[src/rtl/direction_ctrl.sv]
// Direction-key front end for Snake-and-Apples: debounces four key levels, makes press pulses,
// and keeps the pending/committed heading with a no-reversal rule, committing on each game tick.
module direction_ctrl #(
    parameter int DEBOUNCE_CYCLES = 4,
    parameter int CNT_W           = 20
) (
    input  logic       clk,
    input  logic       reset,
    input  logic       key_up,
    input  logic       key_right,
    input  logic       key_down,
    input  logic       key_left,
    input  logic       tick,
    output logic [3:0] key_pulse,
    output logic [1:0] dir,
    output logic       turn
);

    localparam logic [CNT_W-1:0] CNT_LAST = CNT_W'(DEBOUNCE_CYCLES - 1);
    localparam logic [CNT_W-1:0] CNT_ONE  = CNT_W'(1);

    // Bit order matches key_pulse and the heading encoding: bit i is heading i.
    logic [3:0]       raw;
    logic [CNT_W-1:0] cnt_p0 [4];
    logic [3:0]       deb_p0;
    logic [3:0]       deb_prev_p1;
    logic [1:0]       pend_p2;
    logic             req_vld_p2;
    logic [1:0]       req_p2;
    logic [1:0]       heading_p2;

    assign raw = {key_left, key_down, key_right, key_up};

    // Lowest set bit wins, giving up > right > down > left.
    function automatic logic [1:0] pick_req(input logic [3:0] pulses);
        logic [1:0] r;
        r = 2'b11;
        if (pulses[2]) r = 2'b10;
        if (pulses[1]) r = 2'b01;
        if (pulses[0]) r = 2'b00;
        return r;
    endfunction

    function automatic logic is_reversal(input logic [1:0] r, input logic [1:0] heading);
        return r == (heading ^ 2'b10);
    endfunction

    // Stage p0: per-key debounce counters and debounced levels
    always_ff @(posedge clk or negedge reset) begin
        if (!reset) begin
            for (int i = 0; i < 4; i++) begin
                cnt_p0[i] <= '0;
            end
            deb_p0 <= '0;
        end else begin
            for (int i = 0; i < 4; i++) begin
                if (raw[i] == deb_p0[i]) begin
                    cnt_p0[i] <= '0;
                end else if (cnt_p0[i] == CNT_LAST) begin
                    deb_p0[i] <= raw[i];
                    cnt_p0[i] <= '0;
                end else begin
                    cnt_p0[i] <= cnt_p0[i] + CNT_ONE;
                end
            end
        end
    end

    // Stage p1: rising-edge detect on the debounced levels
    always_ff @(posedge clk or negedge reset) begin
        if (!reset) begin
            deb_prev_p1 <= '0;
            key_pulse   <= '0;
        end else begin
            deb_prev_p1 <= deb_p0;
            key_pulse   <= deb_p0 & ~deb_prev_p1;
        end
    end

    // Stage p2: request filtering against the heading in force this cycle
    always_comb begin
        req_vld_p2 = |key_pulse;
        req_p2     = pick_req(key_pulse);
        heading_p2 = tick ? pend_p2 : dir;
    end

    always_ff @(posedge clk or negedge reset) begin
        if (!reset) begin
            pend_p2 <= 2'b01;
            dir     <= 2'b01;
            turn    <= 1'b0;
        end else begin
            if (tick) begin
                dir  <= pend_p2;
                turn <= (pend_p2 != dir);
            end else begin
                turn <= 1'b0;
            end
            if (req_vld_p2 && !is_reversal(req_p2, heading_p2)) begin
                pend_p2 <= req_p2;
            end
        end
    end

endmodule

[config.mk]
export PLATFORM = sky130hd
export DESIGN_NAME = direction_ctrl
export DESIGN_NICKNAME = d
export VERILOG_FILES = /design/src/rtl/direction_ctrl.sv
export SDC_FILE = /design/constraint.sdc
export NUM_CORES = 1
export LEC_CHECK = 0
export ABC_AREA = 1
export CAP_MARGIN = 20
export CORE_ASPECT_RATIO = 1.5
export CORE_MARGIN = 1
export CORE_UTILIZATION = 41
export CTS_CLUSTER_DIAMETER = 50
export DETAILED_ROUTE_END_ITERATION = 6
export SETUP_SLACK_MARGIN = 0.4
export SYNTH_ARGS = -nofsm -noshare
export SYNTH_HDL_FRONTEND = slang
export SYNTH_SLANG_ARGS = --single-unit
[constraint.sdc]
create_clock -name clk -period 1.6 [get_ports clk]
set_clock_uncertainty 0.05 [all_clocks]
set_input_delay 0.16 -clock clk [delete_from_list [all_inputs] [get_ports clk]]
set_output_delay 0.16 -clock clk [all_outputs]
set_load 0.005 [all_outputs]
==> results of run 1 <==
-- worst register-to-register path: cells and delay by family, from the launching register on --
| family | cells | cell delay, ns |
|---|---|---|
| and+or+nand+nor | 4 | 0.42 |
| DFF | 1 | 0.40 |
| buffers and inverters | 3 | 0.30 |
| AOI/OAI and AO/OA | 1 | 0.13 |
-- logic make-up (layout without fill, tap and decap cells) --
family | count (synthesis) | count (layout)
AO/OA/AOI/OAI | 15 | 15
adder cells (fa/ha/maj) | 8 | 8
flip-flops | 97 | 97
buffers and inverters | 111 | 229
AND/OR/NAND/NOR | 527 | 527
XOR/XNOR | 41 | 41
-- synth_stat cells --
cell type | count | area, sq um
dfrtp_1 | 95 | 2380
nor2_4 | 3 | 33.8
a211oi_1 | 2 | 15.0
buf_2 | 2 | 10.0
xor2_1 | 29 | 254
o21ai_0 | 3 | 15.0
nand2_2 | 9 | 56.3
nor3_2 | 4 | 40.0
clkbuf_1 | 4 | 15.0
a21oi_1 | 7 | 35.0
nor2_2 | 10 | 62.6
or3_1 | 1 | 6.26
xnor2_1 | 12 | 105
nand3_1 | 58 | 290
ha_1 | 8 | 100
nand4_1 | 21 | 131
nand2_1 | 219 | 822
dfstp_2 | 2 | 52.6
o21ai_1 | 3 | 15.0
clkinv_1 | 2 | 7.51
inv_1 | 103 | 387
nor2_1 | 189 | 709
and2_1 | 9 | 56.3
nor3_1 | 4 | 20.0
-- state kept, by name (all words and copies together) (netlist names) --
signal / flops
cnt_p0: 80
deb_p0: 4
deb_prev_p1: 4
dir: 2
key_pulse: 4
pend_p2: 2
turn: 1
-- timing repair --
item / CTS / global route
resized for setup: 127 / 179
hold buffers: 1 / 0
pin swaps: 49 / 90
buffers inserted: 44 / 40
setup endpoints to repair: 86 / 88
endpoints found under the hold margin: 95 / 0
-- layout make-up --
cell class / instances / area share
inverters: 105 / 0.0509
multi-input cells: 591 / 0.452
repair buffers: 108 / 0.124
well taps: 162 / 0.0252
flip-flops and latches: 97 / 0.307
clock inverters: 6 / 0.0112
clock buffers: 10 / 0.0298
-- per-layer routing --
metal / vias to the layer above / global-route usage
li1: 2676 / -
met1: 2630 / 0.221
met2: 114 / 0.381
met3: 45 / 0.0298
met4: 0 / 0.0897
met5: - / 0
-- path summary, 6_finish.rpt --
| check | cells after the start | to | slack [ns] |
|---|---|---|---|
| setup / recovery | 8 | cnt_p0[7] | 0.22 |
| hold / removal | 3 | cnt_p0[43] | 0.30 |
| setup reg to reg | 8 | cnt_p0[7] | 0.22 |
| hold reg to reg | 1 | key_pulse[3] | 0.34 |
| max in group asynchronous | 3 | dir[0] | 0.90 |
| min in group clk | 1 | key_pulse[3] | 0.34 |
-- per-stage QoR --
step,worst slack [ns],total power [mW],hold slack [ns]
after floorplan,0.268,4.27,-0.186
after global placement,0.147,5.00,0.129
after detailed placement,0.0537,5.08,0.125
after CTS,0.199,7.90,0.318
after global routing,0.144,8.99,0.333
final,0.225,8.48,0.300
-- power by group --
group | switching (mW) | internal (mW) | total, mW
clock network | 0.976 | 1.42 | 2.40
registers | 0.378 | 2.81 | 3.19
logic | 1.52 | 1.37 | 2.89
==> results_dict.tcl, run 1 <==
set metrics [dict create \
    hold_viol 0 \
    synth_compound_area_frac 0.0143 \
    period_minus_slack_ns 1.38 \
    worstSetupStartpoint "cnt_p0[1]" \
    ys_ff_latch 97 \
    layout.area.seq_sq_mm 0.00246 \
    die_area_sq_mm 0.0142 \
    nFillCells 1097 \
    syn_inst 799 \
    cts_tree "yes" \
    n_antenna_cell 0 \
    die_w_um 97.6 \
    synth-xor-area-share 0.0639 \
    ios 14 \
    p_per_area_mw_per_mm2 1060 \
    finalCritPeriodShare 0.860 \
    num_vias 5465 \
    clkTransAtPathRegs_ns 0.07 \
    muxShareOfSynthArea 0 \
    syn_area_sq_mm 0.00562 \
    setup_viol 0 \
    routed_wl_um 15100 \
    routabilityCongestion 0.932 \
    crit_path_start_kind "flip-flop" \
    yosys.area_share.simple 0.397 \
    cp_common_cell "nand2_4" \
    relSlewSlack 0.822 \
    layout_common_cells "nand2_1, nor2_1, inv_1" \
    grt_max_degree 52 \
    critPathKind "flip-flop to flip-flop" \
    fin_area_sq_mm 0.00803 \
    fin_cells 1079 \
    antenna_found_initial 0 \
    synth.avg_cell_area_sq_um 7.03 \
    die_h_um 145 \
    synth_top_family_by_area "simple AND/OR/NAND/NOR gates" \
    ys_warn_count 0 \
    wl_met2_um 8340 \
    std_cell_rows 52 \
    end_kind "flip-flop" \
    path_cells "buf_6, nand2_4, nor2_4, nand2_4, inv_4, buf_4, nand2_1, a21oi_1" \
    met1_length_um 5790 \
    final_common_cell "nand2_1" \
    nets 927 \
    route.antenna.remaining_nets 0 \
    final_max_slew_viol_count 0 \
    cap_violations 0 \
    io_buffers 13 \
    cts-root-buf "clkbuf_16" \
    drive_gt1_frac 0.378 \
    max_stage_delay_ns 0.40 \
    r2r-start "cnt_p0[1]" \
    synth.distinct_cells 24 \
    hpwl_um 9460 \
    wl_met3_um 315 \
    clock-sinks 97 \
    mappedNetlistNets 814 \
    critical_path.max_fanout 4 \
    htreeDepth 3 \
    clk_path_buf_depth 2 \
    cp_data_arrival_time_ns 1.59 \
    ys_seq_area_frac 0.433 \
    syn_to_final_growth_pct 43.0 \
    routedWlPerCell_um 13.9 \
    power.leakage_nw 3.61 \
    outcome "finished clean" \
    start_util 0.419 \
    insertion_delay_ns 0.35 \
    slowest_stage "dfrtp_2" \
    rsz0062_at_grt "yes" \
    drt-initial-drc-count 212 \
    via_per_inst 5.06 \
    grt_usage 0.202 \
    path_buf_inv 3 \
    multi_input_area_sq_mm 0.00363 \
    hold_path.class "input port to async pin" \
    max_freq_mhz 727 \
    cp_top_family "simple AND/OR/NAND/NOR gates" \
    drc 0 \
    grt_first_pass_wirelength_um 23700 \
    fin_tns_setup_ns 0 \
    vdd_drop_max_uv 583 \
    gr-total-overflow 0 \
    routed.top_layer "met4" \
    place_area_sq_mm 0.00614 \
    tightest_slew_ns 0.265 \
    synth_fa_ha_area_frac 0.0178 \
    numCtsBuffers 9 \
    dp.cells 978 \
    core-area_sq_mm 0.0134 \
    final_util 0.599 \
    crit_required_ns 1.81 \
    drt_first_pass_iters 5 \
    first_global_vias 5354 \
]
(Power assumes the default switching activity.)
==> run 2: changes to the inputs <==
--- a/config.mk
+++ b/config.mk
@@ -9,7 +9,7 @@
 export CAP_MARGIN = 20
 export CORE_ASPECT_RATIO = 1.5
 export CORE_MARGIN = 1
-export CORE_UTILIZATION = 41
+export CORE_UTILIZATION = 40
 export CTS_CLUSTER_DIAMETER = 50
 export DETAILED_ROUTE_END_ITERATION = 6
 export SETUP_SLACK_MARGIN = 0.4
==> run 2 against run 1 <==
The run now ends with design-rule violations left. Total power decreased by 2.9%. Non-clock buffer count decreased by 4. Via count decreased by 3.0%. Core utilization decreased by 2.2 points. Sequential power about the same. Sequential share of layout area increased by 0.74 points. Count of clock-buffer cells in the layout increased by 2. Critical endpoint is now cnt_p0[34]. Highest routed layer unchanged.
==> results_dict.tcl, run 2 (same netlist as run 1, synthesis figures left out) <==
set metrics [dict create \
    slowest_stage "dfrtp_2" \
    largest_reg_flops 80 \
    critical_path.max_fanout 4 \
    relSlewSlack 0.804 \
    seqPwrFrac 0.388 \
    vdd_drop_max_uv 580 \
    std_cell_rows 52 \
    cap_violations 0 \
    first_global_vias 5363 \
    routabilityCongestion 0.915 \
    p_clk_frac 0.293 \
    nFillCells 1160 \
    largest-register "cnt_p0" \
    layout.area.seq_sq_mm 0.00247 \
    antenna_found_initial 0 \
    core-area_sq_mm 0.0136 \
    nets 923 \
    power.leakage_nw 3.58 \
    drt_first_pass_iters 7 \
    p_sw_frac 0.333 \
    htreeDepth 3 \
    p_per_area_mw_per_mm2 1050 \
    grt_max_degree 45 \
    gr-total-overflow 0 \
    drc 1 \
    max_freq_mhz 731 \
    critPathKind "flip-flop to flip-flop" \
    drive_gt1_frac 0.361 \
    syn_to_final_growth_pct 39.8 \
    path_cells "ha_4, buf_4, nand3_4, nor2_4, nand3_1, xor2_1, nor2_1" \
    fin_tns_setup_ns 0 \
    end_kind "flip-flop" \
    routed_wl_um 14400 \
    final_util 0.577 \
    num_vias 5302 \
    ios 14 \
    hpwl_um 9340 \
    pwr-share-comb 0.319 \
    fin_area_sq_mm 0.00785 \
    setup_viol 0 \
    clk_path_buf_depth 2 \
    start_util 0.413 \
    die_w_um 98.8 \
    numCtsBuffers 9 \
    clock-sinks 97 \
    clkTransAtPathRegs_ns 0.07 \
    violations "design-rule violations" \
    max_stage_delay_ns 0.40 \
    crit_required_ns 1.83 \
    grt_first_pass_wirelength_um 23300 \
    io_buffers 13 \
    tightest_slew_ns 0.294 \
    cts_tree "yes" \
    grt_usage 0.201 \
    switchingPower_mw 2.74 \
    drt-initial-drc-count 147 \
    outcome "finished, violations left" \
    cp_data_arrival_time_ns 1.59 \
    route.antenna.remaining_nets 0 \
    fin_hold_ws_ns 0.185 \
    die_h_um 147 \
    p_int_mw 5.49 \
    via_per_inst 4.93 \
    hold_path.class "input port to async pin" \
    cts-root-buf "clkbuf_16" \
    layout_common_cells "nand2_1, nor2_1, inv_1" \
    n_antenna_cell 0 \
    final_common_cell "nand2_1" \
    multi_input_area_sq_mm 0.00356 \
    hold_viol 0 \
    routedWlPerCell_um 13.4 \
    die_area_sq_mm 0.0145 \
    rsz0062_at_grt "yes" \
    finalCritPeriodShare 0.855 \
    place_area_sq_mm 0.00611 \
    crit_path_start_kind "flip-flop" \
    r2r_slack_ns 0.23 \
    insertion_delay_ns 0.36 \
    period_minus_slack_ns 1.37 \
    final_max_slew_viol_count 0 \
]
-- run 2: cell types whose count changed in the layout (fill, tap and decap cells not counted), sizes merged --
cell,change
clkinvlp,-1
clkinv,-1
clkdlybuf4s15,-3
clkbuf,+3
buf,-2
-- run 2: timing repair --
item | CTS | global route
hold buffers | 1 | 0
cloned | 0 | 0
gates resized for setup | 152 | 120
pin swaps | 57 | 68
setup endpoints to repair | 88 | 90
endpoints found under the hold margin | 95 | 0
setup buffers | 57 | 25
-- run 2: path summary, 6_finish.rpt --
kind	from	endpoint	cells after the start
max in group asynchronous	reset	dir[0]	3
worst min register to register	deb_prev_p1[0]	key_pulse[0]	1
min in group clk	deb_prev_p1[0]	key_pulse[0]	1
worst max register to register	cnt_p0[21]	cnt_p0[34]	7
worst max-delay path	cnt_p0[21]	cnt_p0[34]	7
worst min-delay path	reset	cnt_p0[46]	2
-- run 2: critical path, delay by kind of cell, from the launching register on --
| kind | cells | cell delay (ns) |
|---|---|---|
| xor gates and xnor gates | 1 | 0.15 |
| DFF | 1 | 0.40 |
| buffers and inverters | 1 | 0.12 |
| and+or+nand+nor | 4 | 0.42 |
| adders and majority gates | 1 | 0.16 |
-- run 2: per-layer routing --
| metal | wire (um) | global-route usage | vias up | share of wire |
|---|---|---|---|---|
| li1 | - | - | 2660 | - |
| met1 | 5610 | 0.215 | 2481 | 0.39 |
| met2 | 7860 | 0.371 | 106 | 0.55 |
| met3 | 362 | 0.0271 | 55 | 0.025 |
| met4 | 572 | 0.116 | 0 | 0.040 |
| met5 | 0 | 0 | - | 0 |
-- run 2: cell type report --
cell class              count  share of cell area
well taps                 162              0.0258
repair buffers            104               0.114
multi-input cells         591               0.453
inverters                 105              0.0512
flip-flops and latches     97               0.314
clock buffers              12              0.0327
clock inverters             4             0.00940
-- run 2: power by group through the flow --
stage | logic, mW | registers, mW | clock network [mW]
after floorplan | 1.15 | 3.13 | 0
after detailed placement | 1.78 | 3.22 | 0
final | 2.63 | 3.19 | 2.42
after CTS | 2.31 | 3.19 | 2.45
after global routing | 2.92 | 3.24 | 2.58
after global placement | 1.74 | 3.19 | 0
-- run 2: through the flow --
stage	instances	worst slack (ns)	total power, mW
floorplan	799	0.268	4.27
global placement	976	0.150	4.93
detailed placement	976	0.0688	4.99
CTS	1050	0.235	7.96
global route	1075	0.141	8.74
finish	1075	0.232	8.23
==> run 3: changes to the inputs <==
--- a/config.mk
+++ b/config.mk
@@ -8,10 +8,11 @@
 export ABC_AREA = 1
 export CAP_MARGIN = 20
 export CORE_ASPECT_RATIO = 1.5
-export CORE_MARGIN = 1
+export CORE_MARGIN = 4
 export CORE_UTILIZATION = 40
 export CTS_CLUSTER_DIAMETER = 50
 export DETAILED_ROUTE_END_ITERATION = 6
+export GPL_TIMING_DRIVEN = 0
 export SETUP_SLACK_MARGIN = 0.4
 export SYNTH_ARGS = -nofsm -noshare
 export SYNTH_HDL_FRONTEND = slang
==> run 3 against run 2 <==
The flow now finishes without violations. Register-to-register slack worse by 0.03 ns. Critical path type unchanged. Highest routed layer unchanged. Total power is 3.7% higher. Sequential share of layout area fell by 1.1 points. Largest power group unchanged. Largest cell class unchanged. Critical endpoint is now cnt_p0[19].
==> results_dict.tcl, run 3 (same netlist as run 1, synthesis figures left out) <==
set metrics [dict create \
    dp.cells 975 \
    final_util 0.594 \
    die_h_um 153 \
    htreeDepth 3 \
    end_kind "flip-flop" \
    nFillCells 1161 \
    p_total_mw 8.54 \
    clock-sinks 97 \
    drive_gt1_frac 0.372 \
    dp_slack_ns -0.0830 \
    fin_tns_setup_ns 0 \
    largest_reg_flops 80 \
    core-area_sq_mm 0.0137 \
    r2r_slack_ns 0.20 \
    crit_required_ns 1.82 \
    cts_tree "yes" \
    nets 933 \
    relSlewSlack 0.710 \
    n_antenna_cell 0 \
    drt-initial-drc-count 128 \
    hold_path.class "input port to flip-flop" \
    drc 0 \
    numCtsBuffers 9 \
    ios 14 \
    power.leakage_nw 3.72 \
    critPathKind "flip-flop to flip-flop" \
    layout_common_cells "nand2_1, nor2_1, inv_1" \
    syn_to_final_growth_pct 44.4 \
    die_area_sq_mm 0.0160 \
    start_util 0.411 \
    routed_wl_um 15000 \
    fin_area_sq_mm 0.00811 \
    fin_cells 1085 \
    std_cell_rows 52 \
    first_global_vias 5311 \
    insertion_delay_ns 0.35 \
    fin_ws_ns 0.201 \
    grt_usage 0.179 \
    cp_data_arrival_time_ns 1.62 \
    largest-register "cnt_p0" \
    period_minus_slack_ns 1.40 \
    grt_first_pass_wirelength_um 23900 \
    outcome "finished clean" \
    max_freq_mhz 715 \
    final_max_slew_viol_count 0 \
    tightest_slew_ns 0.435 \
    hold_viol 0 \
    clk_path_buf_depth 2 \
    io_buffers 13 \
    cap_violations 0 \
    drt_first_pass_iters 4 \
    num_vias 5325 \
    routabilityCongestion 0.892 \
    cts-root-buf "clkbuf_16" \
    p_per_area_mw_per_mm2 1050 \
    finalCritPeriodShare 0.874 \
    critical_path.max_fanout 4 \
    setup_viol 0 \
    crit_path_start_kind "flip-flop" \
    gr-total-overflow 0 \
    routedWlPerCell_um 13.9 \
    antenna_found_initial 0 \
    vdd_drop_max_uv 587 \
    fin_hold_ws_ns 0.172 \
    route.antenna.remaining_nets 0 \
    clkTransAtPathRegs_ns 0.06 \
    rsz0062_at_grt "yes" \
    via_per_inst 4.91 \
    grt_max_degree 54 \
    place_area_sq_mm 0.00607 \
    hpwl_um 9460 \
    die_w_um 105 \
    final_common_cell "nand2_1" \
]
==> run 3: metal layers <==
| layer | vias to the layer above | part of all wire | track usage |
|---|---|---|---|
| met5 | - | 0 | 0 |
| met1 | 2513 | 0.39 | 0.196 |
| met2 | 83 | 0.55 | 0.338 |
| li1 | 2687 | - | - |
| met4 | 0 | 0.034 | 0.0788 |
| met3 | 42 | 0.021 | 0.0266 |
==> run 3: final cells by class <==
class                      count  area, sq um  share of cell area
buffer                         6         37.5             0.00463
clock buffer                   9          225              0.0278
clock inverter                 7          116              0.0143
inverter                     105          414              0.0511
multi-input combinational    591         3640               0.449
sequential                    97         2460               0.303
tap                          162          203              0.0250
timing repair buffer         108         1010               0.124
==> run 3: worst paths after layout <==
| path | start | to | cells after the start |
|---|---|---|---|
| max in group asynchronous | reset | dir[0] | 3 |
| hold reg to reg | deb_prev_p1[0] | key_pulse[0] | 1 |
| hold / removal | tick | dir[1] | 3 |
| setup / recovery | cnt_p0[8] | cnt_p0[19] | 8 |
| setup reg to reg | cnt_p0[8] | cnt_p0[19] | 8 |
| min in group asynchronous | reset | cnt_p0[44] | 2 |
==> run 3: what timing repair did <==
action / in CTS / in global routing
gates resized for setup: 193 / 124
pin swaps: 77 / 83
endpoints found under the setup margin: 93 / 142
endpoints found under the hold margin: 44 / 0
buffers inserted: 64 / 29
hold buffers: 1 / 0
==> run 3: critical path: stages (launching register included) <==
cell,delay [ns]
dfrtp_1,0.42
nand2_1,0.14
nor2_2,0.17
inv_1,0.11
nor2_4,0.16
nand2_1,0.06
nand2_1,0.06
nand2_1,0.06
nor2_1,0.11
==> run 3: where the power goes <==
part           switching, mW  total [mW]  internal [mW]
Clock                  0.997        2.53           1.53
Sequential             0.383        3.20           2.81
Combinational           1.48        2.81           1.33
Total                   2.86        8.54           5.67
==> RTL edit (config.mk and constraints of run 2) <==
Make the reset (`reset`) synchronous in 3 clocked blocks.
--- a/src/rtl/direction_ctrl.sv
+++ b/src/rtl/direction_ctrl.sv
@@ -46,7 +46,7 @@
     endfunction
 
     // Stage p0: per-key debounce counters and debounced levels
-    always_ff @(posedge clk or negedge reset) begin
+    always_ff @(posedge clk) begin
         if (!reset) begin
             for (int i = 0; i < 4; i++) begin
                 cnt_p0[i] <= '0;
@@ -67,7 +67,7 @@
     end
 
     // Stage p1: rising-edge detect on the debounced levels
-    always_ff @(posedge clk or negedge reset) begin
+    always_ff @(posedge clk) begin
         if (!reset) begin
             deb_prev_p1 <= '0;
             key_pulse   <= '0;
@@ -84,7 +84,7 @@
         heading_p2 = tick ? pend_p2 : dir;
     end
 
-    always_ff @(posedge clk or negedge reset) begin
+    always_ff @(posedge clk) begin
         if (!reset) begin
             pend_p2 <= 2'b01;
             dir     <= 2'b01;
Check against the original RTL: differs if reset is asserted again (counterexample within 10 cycles, from zero or initial values and one cycle with reset low); with reset held inactive, the same outputs for 10 cycles.
==> RTL edit against run 2 <==
- the flow finishes with violations (setup timing)
- global-route usage rose by 0.34 points
- core utilization increased by 3.3 points
- design area increased by 8.9%
- sequential cell count unchanged
- worst hold slack got worse by 0.057 ns
- die area increased by 1.9%
- first-iteration DRC count increased by 46%
- critical endpoint is now cnt_p0[1][19]$_SDFFCE_PN0P_
- worst setup slack lost 0.24 ns
- synthesized area is 1.9% higher
- wire length grew 5.3%
- critical path type unchanged
Power is not compared: it rests on default switching activity, and its combinational part moved more than twofold at a synthesized area within 25%.
==> RTL edit: results (changes against run 2) <==
.. list-table::
   :header-rows: 1

   * - Metric
     - Value
   * - DRT Pass-1 Iters
     - 5 (was 7)
   * - Hold Path Class
     - in -> reg (was in -> async)
   * - Number of DRC markers in iteration 0
     - 215 (was 147)
   * - Vias in the first global route
     - 5314 (was 5363)
   * - Routed wire length on met3
     - 517 um (was 362 um)
   * - Final-report setup violation count
     - 1 (was 0)
   * - Violations in the final reports
     - setup timing (was DRC)
   * - Post-synth EDFFs
     - 80 (was 0)
   * - Post-route setup slack
     - -0.00983 ns (was 0.232 ns)
   * - Top area cells in the synthesized netlist
     - sky130_fd_sc_hd__edfxtp_1 42%, sky130_fd_sc_hd__nand2_1 13%, sky130_fd_sc_hd__nor2_1 11%, sky130_fd_sc_hd__dfxtp_1 5.9%, sky130_fd_sc_hd__inv_1 5.5% (was sky130_fd_sc_hd__dfrtp_1 42%, sky130_fd_sc_hd__nand2_1 15%, sky130_fd_sc_hd__nor2_1 13%, sky130_fd_sc_hd__inv_1 6.9%, sky130_fd_sc_hd__nand3_1 5.2%)
   * - GRT met3 Usage
     - 3.48% (was 2.71%)
   * - Pin count of the biggest net entering global routing
     - 21 (was 45)
   * - Vias
     - 5501 (was 5302)
   * - Post-route insts no fill
     - 1149 (was 1075)
   * - Crit path max-delay cell type
     - sky130_fd_sc_hd__edfxtp_1 (was sky130_fd_sc_hd__dfrtp_2)
   * - Wire length of the first global-routing pass
     - 23800 um (was 23300 um)
   * - GR met2 Demand/Resource
     - 37.6% (was 37.1%)
   * - R2r endpoint
     - cnt_p0[1][19]$_SDFFCE_PN0P_ (was cnt_p0[34]$_DFF_PN0_)
   * - Synth cell types
     - 28 (was 24)
   * - Post-Synth XOR/XNOR Area
     - 5.05% (was 6.39%)
   * - Post-DP HPWL
     - 9910 um (was 9340 um)
   * - Proportion of synthesized flip-flops having asynchronous set or reset
     - 0% (was 100%)
   * - Outcome
     - finished with violations (unchanged)
   * - Origin of the critical flop-to-flop path
     - cnt_p0[1][14]$_SDFFCE_PN0P_ (was cnt_p0[21]$_DFF_PN0_)
   * - Routed length per instance
     - 13.2 um (was 13.4 um)
   * - Cell types with the highest counts after synthesis
     - 195 x sky130_fd_sc_hd__nand2_1, 169 x sky130_fd_sc_hd__nor2_1, 84 x sky130_fd_sc_hd__inv_1 (was 219 x sky130_fd_sc_hd__nand2_1, 189 x sky130_fd_sc_hd__nor2_1, 103 x sky130_fd_sc_hd__inv_1)
   * - Data arrival time at the worst-slack endpoint
     - 1.67 ns (was 1.59 ns)
   * - Filler cell count in the final layout
     - 1176 (was 1160)
   * - Synthesized area per cell
     - 7.63 um^2 (was 7.03 um^2)
   * - Met1 demand-to-capacity share in global routing
     - 22.2% (was 21.5%)
RTL edit: changes by cell type in the layout (fill, tap and decap cells not counted), moves of 24 or more:
| cell | run 2 | this run |
|---|---|---|
| sky130_fd_sc_hd__conb_1 | 0 | 80 |
| sky130_fd_sc_hd__edfxtp_1 | 0 | 80 |
| sky130_fd_sc_hd__dfrtp_1 | 65 | 0 |
| sky130_fd_sc_hd__nor2_1 | 139 | 95 |
| sky130_fd_sc_hd__a21oi_2 | 1 | 37 |
| sky130_fd_sc_hd__dfrtp_2 | 30 | 0 |
| sky130_fd_sc_hd__nand2_2 | 33 | 9 |
RTL edit: area by class of cell:
class / count / area (um^2) / area share (%)
flip-flops and latches: 97 / 2760 / 32.3
clock buffers: 12 / 289 / 3.38
inverters: 84 / 315 / 3.69
well taps: 192 / 240 / 2.81
repair buffers: 113 / 1060 / 12.4
multi-input cells: 647 / 3830 / 44.8
clock inverters: 4 / 55.1 / 0.644
